[config.mk]
export PLATFORM = sky130hd
export DESIGN_NAME = dmem_wait_responder
export DESIGN_NICKNAME = d
export VERILOG_FILES = /design/src/rtl/dmem_wait_responder.sv
export SDC_FILE = /design/constraint.sdc
export NUM_CORES = 2
export LEC_CHECK = 0
export CAP_MARGIN = 20
export CORE_AREA = 2 2 559 422
export CTS_CLUSTER_SIZE = 16
export DETAILED_ROUTE_END_ITERATION = 16
export DIE_AREA = 0 0 561 424
export GPL_TIMING_DRIVEN = 0
export PLACE_DENSITY = 0.5
export SLEW_MARGIN = 25
export SYNTH_ARGS = -nofsm -noshare
export SYNTH_HDL_FRONTEND = slang
export SYNTH_SLANG_ARGS = --single-unit
[constraint.sdc]
create_clock -name clk -period 4.28 [get_ports clk]
set_clock_uncertainty 0.2 [all_clocks]
set_input_delay 0.856 -clock clk [delete_from_list [all_inputs] [get_ports clk]]
set_output_delay 0.856 -clock clk [all_outputs]
set_load 0.01 [all_outputs]
[src/rtl/dmem_wait_responder.sv]
// Multi-cycle data-memory responder: req/ack handshake, fixed wait states, big-endian byte RAM.
// Optional build macro DMEM_ADDR_CHECK_EN flags misaligned/out-of-range accesses through err.
module dmem_wait_responder #(
    parameter int BYTE        = 8,
    parameter int DATA_WIDTH  = 32,
    parameter int RAM_DEPTH   = 256,
    parameter int WAIT_CYCLES = 2
) (
    input  logic                  clk,
    input  logic                  rst,
    input  logic                  req,
    input  logic                  we,
    input  logic [31:0]           addr,
    input  logic [DATA_WIDTH-1:0] wdata,
    output logic                  busy,
    output logic                  ack,
    output logic [DATA_WIDTH-1:0] rdata,
    output logic                  err
);

    localparam int AW = (RAM_DEPTH > 1) ? $clog2(RAM_DEPTH) : 1;
    localparam logic [3:0] WAIT_LAST = 4'(WAIT_CYCLES);

    typedef enum logic [1:0] {
        S_IDLE = 2'd0,
        S_WAIT = 2'd1,
        S_RESP = 2'd2
    } state_t;

    state_t                  state_r;
    state_t                  state_s;
    logic [3:0]              cnt_r;
    logic [3:0]              cnt_s;
    logic                    capture_s;
    logic                    access_s;
    logic                    addr_bad_s;
    logic                    write_en_s;
    logic                    cap_we_r;
    logic [31:0]             cap_addr_r;
    logic [DATA_WIDTH-1:0]   cap_wdata_r;
    logic [AW-1:0]           idx0_s;
    logic [AW-1:0]           idx1_s;
    logic [AW-1:0]           idx2_s;
    logic [AW-1:0]           idx3_s;
    logic [DATA_WIDTH-1:0]   load_word_s;

    logic [BYTE-1:0]         mem [RAM_DEPTH];

    // Byte index of (word-aligned address + offset), wrapped onto the RAM depth.
    function automatic logic [AW-1:0] byte_index(input logic [31:0] a, input int unsigned offs);
        logic [31:0] sum;
        logic [31:0] wrapped;
        sum     = {a[31:2], 2'b00} + 32'(offs);
        wrapped = sum % 32'(RAM_DEPTH);
        return wrapped[AW-1:0];
    endfunction

    // Byte lane k of a big-endian word: lane 0 is the most significant byte.
    function automatic logic [BYTE-1:0] be_lane(input logic [DATA_WIDTH-1:0] w, input int unsigned k);
        return w[DATA_WIDTH-1-(k*BYTE) -: BYTE];
    endfunction

    // Byte addresses for the four lanes of the captured request.
    always_comb begin
        idx0_s = byte_index(cap_addr_r, 32'd0);
        idx1_s = byte_index(cap_addr_r, 32'd1);
        idx2_s = byte_index(cap_addr_r, 32'd2);
        idx3_s = byte_index(cap_addr_r, 32'd3);
    end

    // Assemble a big-endian load word from the RAM.
    always_comb begin
        load_word_s = {mem[idx0_s], mem[idx1_s], mem[idx2_s], mem[idx3_s]};
    end

    // Address legality check on the captured request.
    always_comb begin
`ifdef DMEM_ADDR_CHECK_EN
        if ((cap_addr_r[1:0] != 2'b00) || (cap_addr_r > 32'(RAM_DEPTH - 4))) begin
            addr_bad_s = 1'b1;
        end else begin
            addr_bad_s = 1'b0;
        end
`else
        addr_bad_s = 1'b0;
`endif
    end

    // The access happens on the edge that leaves WAIT for RESP.
    always_comb begin
        access_s   = (state_r == S_WAIT) && (cnt_r == WAIT_LAST);
        write_en_s = access_s && cap_we_r && !addr_bad_s && !rst;
    end

    // Next-state logic for the IDLE -> WAIT -> RESP handshake sequence.
    always_comb begin
        state_s   = state_r;
        cnt_s     = cnt_r;
        capture_s = 1'b0;
        case (state_r)
            S_IDLE: begin
                if (req) begin
                    state_s   = S_WAIT;
                    cnt_s     = 4'd0;
                    capture_s = 1'b1;
                end else begin
                    state_s   = S_IDLE;
                end
            end
            S_WAIT: begin
                if (cnt_r == WAIT_LAST) begin
                    state_s = S_RESP;
                end else begin
                    cnt_s   = cnt_r + 4'd1;
                end
            end
            S_RESP: begin
                state_s = S_IDLE;
            end
            default: begin
                state_s = S_IDLE;
                cnt_s   = 4'd0;
            end
        endcase
    end

    // Control state, captured request and registered response outputs.
    always_ff @(posedge clk or posedge rst) begin
        if (rst) begin
            state_r     <= S_IDLE;
            cnt_r       <= 4'd0;
            cap_we_r    <= 1'b0;
            cap_addr_r  <= 32'd0;
            cap_wdata_r <= '0;
            busy        <= 1'b0;
            ack         <= 1'b0;
            rdata       <= '0;
            err         <= 1'b0;
        end else begin
            state_r <= state_s;
            cnt_r   <= cnt_s;
            busy    <= (state_s != S_IDLE);
            ack     <= (state_s == S_RESP);
            err     <= access_s && addr_bad_s;
            if (capture_s) begin
                cap_we_r    <= we;
                cap_addr_r  <= addr;
                cap_wdata_r <= wdata;
            end
            // Stores leave rdata untouched; a rejected access returns zero.
            if (access_s) begin
                if (addr_bad_s) begin
                    rdata <= '0;
                end else if (!cap_we_r) begin
                    rdata <= load_word_s;
                end
            end
        end
    end

    // Byte RAM write port; contents are deliberately not reset.
    always_ff @(posedge clk) begin
        if (write_en_s) begin
            mem[idx0_s] <= be_lane(cap_wdata_r, 32'd0);
            mem[idx1_s] <= be_lane(cap_wdata_r, 32'd1);
            mem[idx2_s] <= be_lane(cap_wdata_r, 32'd2);
            mem[idx3_s] <= be_lane(cap_wdata_r, 32'd3);
        end
    end

endmodule

[Word level (Yosys, flattened, before mapping)]
Memories as Yosys holds them, arrays and structs flattened. A register that Yosys moved wholly into a read port is not among the register bits.
Cells that the tools add are included.
Storage, ports and cells
  word-level logic and storage cells: 38
  flip-flop bits (word level): 49
  output and inout bits: 35
  memory bits (writable): 2048
  memories kept: 1
  bits in read-only memories: 0
  bits of input ports: 68
  bits in latches: 0
Operators by class
  reduce and logical (&&, ||, !) cells: 8
  bitwise gates (word level): 2
  $add $sub $neg: 4
  shift-type cells: 0
  mux-type cells: 10
  multipliers: 0
  div/mod/pow operators: 0
  eq/ne operators: 6
  $lt $le $gt $ge: 0
Memories
  mem: words 256, width 8, read ports 4, clocked after Yosys merged registers in 4, wr ports 4, RTL line 47  | logic [BYTE-1:0] mem [RAM_DEPTH];
Operator list (number)
  $add 8x2->8 const B: 2
  $pmux 4 s3: 1
  $add 8x1->8 const B: 1
  $mux 4: 2
  $mux 1: 5
  $add 4x1->4 const B: 1
  $eq 2x2->1 const B: 2
  $eq 4x2->1 const B: 1
  $ne 2x2->1 const B: 2
  $pmux 2 s2: 1
  $logic_and 1x1->1: 3
  $reduce_and 3->1: 1
  $eq 2x1->1 const B: 1
  $logic_not 2->1: 1
  $mux 2: 1
  $not 1->1: 2
  $reduce_and 2->1: 1
  $reduce_bool 2->1: 1
  $logic_not 1->1: 1

[Depth between registers and ports, before layout]
  word-level depth: 6
  depth in mapped cells: 11
  gate-level depth less buffers: 7

[Worst setup path after synthesis]
Ideal clock, no wire load.
  kind: input port to flip-flop
  start point: input port rst
  end point: memory mem[124][0] (enable)
  arrival: 5.517 ns
  buffers on the path: 1
  required time: 3.619 ns
  setup slack: -1.898 ns
  library setup time: 0.461 ns
  cell stages on the path: 5
  cell sequence: inv_1 and3_1 nand2_1 clkbuf_1 nor3_1
RTL lines
  start: declaration: RTL line 10  | input logic rst,
  end: declaration: RTL line 47

==> qor.log <==
qor: power.p_total 65.7 mW
qor: floorplan.die_y 424 µm
qor: worst_setup_path.worstPathMaxFanout 10
qor: global_route.vias_in_the_first_global_route 41400
qor: drt.routed_wl 275 mm
qor: global_route.grt_start_max_net_pins 66
qor: placed_design.port_buffers 75
qor: clock_tree.clock_insertion_delay_worst_skew 0.86 ns
qor: clock_tree.ctsHoldBuffers 0
qor: placed_design.place_congestion 0.816
qor: clock_tree.cts.clk_slew.worst_paths 0.06 ns
qor: worst_setup_path.crit_chain buf_6 -> buf_6 -> buf_6 -> buf_6 -> buf_6 -> and2b_2 -> nand2_2 -> clkbuf_8 -> nor3_4 -> buf_6 -> buf_8 -> buf_6 -> buf_6
qor: logic_synthesis.synth_cell_types 55
qor: sta.max_freq 232 MHz
qor: worst_setup_path.timing.critical_path.mode_cell sky130_fd_sc_hd__buf_6
qor: placed_design.placed_cells_incl_taps 7052
qor: power.power.density 670 mW/mm²
qor: sta.final_setup_margin -0.0389 ns
qor: drt.drt_pre_antenna_iters 6
qor: logic_synthesis.synth_sequential_area_ratio 78.3%
qor: placed_design.placed_area 0.0909 mm²
qor: sta.report.final.setup_viol 30
qor: sta.tightest_slew 1.16 ns
qor: logic_synthesis.synth_async_sr_flop_share 3.71%
qor: global_route.grtUsageTotal 22.8%
qor: sta.finalMaxSlewViolations 0
qor: global_route.number_of_antenna_violations_at_the_first_check_in_global_routing 9
qor: power.power.leakage 31.2 nW
qor: worst_setup_path.timing_worst_setup_path_type flop to flop
qor: worst_setup_path.critPathArrivalTime 4.67 ns
qor: clock_tree.clk_sinks 2127
qor: sta.finalHoldWorstSlack 0.199 ns
qor: logic_synthesis.netlist_instances 3613
qor: logic_synthesis.syn-cell-area 0.0811 mm²
qor: logic_synthesis.synth.ff_latch_count 2127
qor: sta.final_hold_violation_count 0
qor: clock_tree.cts-htree-levels 4
qor: hold_path.timing.hold.worst.class input pin to async pin
qor: finish.fin_area 0.0981 mm²
qor: sta.fin_tns_setup -0.728 ns
qor: drt.route.vias.total 42900
qor: drt.residual_drc 0
qor: drt.antenna_violating_nets_post_route 0
qor: power.vdd_ir_drop_max 0.000563 V
qor: floorplan.floorplan.initialDensity 34.8%
qor: floorplan.coreArea 0.233 mm²
qor: sta.layout_worst_path_cycle_share 101%
qor: clock_tree.inserted_clock_buffers 208
qor: floorplan.site_rows 154
qor: logic_synthesis.syn-mean-instance-area 22.4 µm²
qor: drt.wire_per_inst 36.6 µm
qor: worst_setup_path.timing.critical_path.slowest_cell_delay 0.48 ns
qor: clock_tree.tritoncts done
qor: logic_synthesis.post_syn_nets 3683
qor: finish.area_growth 21.0%
qor: clock_tree.cts_root_buffer sky130_fd_sc_hd__clkbuf_16
qor: worst_setup_path.worst-endpoint-required 4.63 ns
qor: sta.final_period_minus_worst_setup_slack 4.32 ns
qor: finish.final_cell_count_no_fill 7497
qor: clock_tree.cts_max_path_buffers 4
qor: logic_synthesis.synthesis.yosys.warnings 0
qor: sta.timing.max_slew.rel_slack 22.8%
qor: outcome.run_status finished, violations left
qor: finish.design.final.nets 4286
qor: placed_design.post-dp-hpwl 189 mm
qor: flow_run.timing.max_cap.violations 0
qor: worst_setup_path.critical-path-slowest-cell sky130_fd_sc_hd__dfrtp_2
qor: floorplan.die_ar 0.238 mm²
qor: finish.ratio_of_cells_with_drive_above_1_in_the_final_layout 33.0%
qor: floorplan.die-width 561 µm
qor: drt.drt-vias-per-instance 5.73
qor: global_route.grt_first_pass_wirelength 368 mm
qor: worst_setup_path.critical_path.endpoint_type flop
qor: worst_setup_path.total_buffers_and_inverters_traversed_by_the_critical_path 10
qor: sta.unrepaired_setup_endpoints_after_global_routing true
qor: outcome.failed_checks negative setup slack
qor: global_route.grt.overflow.total 0
qor: worst_setup_path.critPathLaunchType flop
qor: worst_setup_path.critical-path-top-delay-family buffers and inverters
qor: logic_synthesis.dominantRegCellSynth sky130_fd_sc_hd__edfxtp_1
qor: floorplan.ios 103
qor: logic_synthesis.synth_enable_flop_cells 2048
qor: drt.drtIter0Drc 6587
[final cells by class]
class | instances | area (µm²)
multi-input cells | 1271 | 17300
clock buffers | 273 | 5510
diodes | 2 | 5.00
fillers | 20200 | 135000
flip-flops and latches | 2127 | 63600
well taps | 3120 | 3900
plain buffers | 206 | 1180
repair buffers | 395 | 5840
clock inverters | 96 | 778
inverters | 7 | 30.0
[kinds of logic after synthesis]
| logic type | synth area share (%) |
|---|---|
| DFF | 78.3 |
| muxes | 16.1 |
| and+or+nand+nor | 1.70 |
| AOI/OAI and AO/OA | 2.53 |
| buffers and inverters | 1.40 |
| adders and majority gates | 0.0309 |
| xor gates and xnor gates | 0.0216 |
| other | 0.00462 |
[cell usage after synthesis, types with 3 or more instances]
cell type | count | area, µm²
sky130_fd_sc_hd__buf_2 | 86 | 430
sky130_fd_sc_hd__buf_4 | 23 | 173
sky130_fd_sc_hd__a22oi_1 | 110 | 826
sky130_fd_sc_hd__nor4_1 | 16 | 100
sky130_fd_sc_hd__o2111ai_1 | 4 | 35.0
sky130_fd_sc_hd__a211oi_1 | 9 | 67.6
sky130_fd_sc_hd__nand2_1 | 83 | 312
sky130_fd_sc_hd__mux2_2 | 93 | 1050
sky130_fd_sc_hd__a221oi_1 | 10 | 87.6
sky130_fd_sc_hd__nor3_1 | 47 | 235
sky130_fd_sc_hd__inv_1 | 7 | 26.3
sky130_fd_sc_hd__buf_1 | 10 | 37.5
sky130_fd_sc_hd__nand3_1 | 21 | 105
sky130_fd_sc_hd__buf_6 | 16 | 180
sky130_fd_sc_hd__or3_1 | 3 | 18.8
sky130_fd_sc_hd__and2_1 | 6 | 37.5
sky130_fd_sc_hd__o32ai_1 | 3 | 26.3
sky130_fd_sc_hd__a32oi_1 | 4 | 35.0
sky130_fd_sc_hd__o32a_1 | 12 | 120
sky130_fd_sc_hd__nor2_1 | 82 | 308
sky130_fd_sc_hd__o22ai_1 | 37 | 231
sky130_fd_sc_hd__clkbuf_1 | 72 | 270
sky130_fd_sc_hd__dfrtp_1 | 79 | 1980
sky130_fd_sc_hd__edfxtp_1 | 2048 | 61500
sky130_fd_sc_hd__nand2b_1 | 9 | 56.3
sky130_fd_sc_hd__a31oi_1 | 4 | 25.0
sky130_fd_sc_hd__o211ai_1 | 15 | 113
sky130_fd_sc_hd__o21ai_0 | 13 | 65.1
sky130_fd_sc_hd__a21oi_1 | 45 | 225
sky130_fd_sc_hd__nor2b_1 | 7 | 43.8
sky130_fd_sc_hd__mux2i_1 | 110 | 1100
sky130_fd_sc_hd__a311o_1 | 3 | 30.0
sky130_fd_sc_hd__and3_1 | 5 | 31.3
sky130_fd_sc_hd__nor3b_1 | 5 | 37.5
sky130_fd_sc_hd__mux4_2 | 471 | 10600
sky130_fd_sc_hd__o221ai_1 | 8 | 70.1
sky130_fd_sc_hd__mux4_1 | 10 | 263
sky130_fd_sc_hd__a32o_1 | 5 | 50.1
[worst paths after layout]
check,cells after the start,slack [ns],to,from
worst min register to register,1,0.30,busy$_DFF_PP0_,state_r[1]$_DFF_PP0_
worst min-delay path,2,0.20,busy$_DFF_PP0_,rst
max in group asynchronous,4,2.86,cap_wdata_r[29]$_DFFE_PP0N_,rst
worst max register to register,13,-0.04,mem[74][6]$_DFFE_PP_,cap_addr_r[3]$_DFFE_PP0N_
worst max-delay path,13,-0.04,mem[74][6]$_DFFE_PP_,cap_addr_r[3]$_DFFE_PP0N_
min in group clk,1,0.30,busy$_DFF_PP0_,state_r[1]$_DFF_PP0_
[power by group]
| group | total, mW | switching, mW | internal (mW) |
|---|---|---|---|
| Combinational | 19.9 | 12.8 | 7.14 |
| Sequential | 28.1 | 1.78 | 26.3 |
| Clock | 17.7 | 7.94 | 9.75 |
| Total | 65.7 | 22.5 | 43.2 |
[per-layer routing]
layer | GRT usage, % | vias up | routed length, µm
met5 | 0 | - | 0
met4 | 5.75 | 0 | 7600
met3 | 5.48 | 396 | 28900
met2 | 33.0 | 2434 | 119000
met1 | 34.4 | 23500 | 119000
li1 | - | 16600 | -
[flip-flops by register name, summed over array words and instances (netlist names)]
register,flops
cap_addr_r,6
rdata,32
mem,2048
state_r,2
cap_we_r,1
ack,1
cap_wdata_r,32
busy,1
cnt_r,4
[placed cells by master (no fill, tap or decap), types with 75 or more instances in the layout]
master	n
sky130_fd_sc_hd__clkdlybuf4s50_1	75
sky130_fd_sc_hd__mux2_2	93
sky130_fd_sc_hd__mux2i_1	109
sky130_fd_sc_hd__clkbuf_16	209
sky130_fd_sc_hd__edfxtp_1	2048
sky130_fd_sc_hd__nand2_1	77
sky130_fd_sc_hd__mux4_2	471
sky130_fd_sc_hd__buf_2	87
sky130_fd_sc_hd__buf_8	84
sky130_fd_sc_hd__a22oi_1	110
sky130_fd_sc_hd__buf_4	90
sky130_fd_sc_hd__buf_6	77
sky130_fd_sc_hd__clkbuf_1	94
[what timing repair did]
item                        CTS  global route
resized for setup            49            12
pin swaps                    27             8
buffers inserted             54            21
setup endpoints to repair  2003           221
[per-stage QoR]
step           setup WS, ns  utilization [%]
2_1_floorplan        -0.246                -
3_3_place_gp          -5.31             36.9
3_5_place_dp         -0.963             39.0
4_1_cts             0.00127             42.0
5_1_grt             -0.0502             42.1
6_report            -0.0389             42.1
Note: power is estimated with default switching activity, not from simulation.
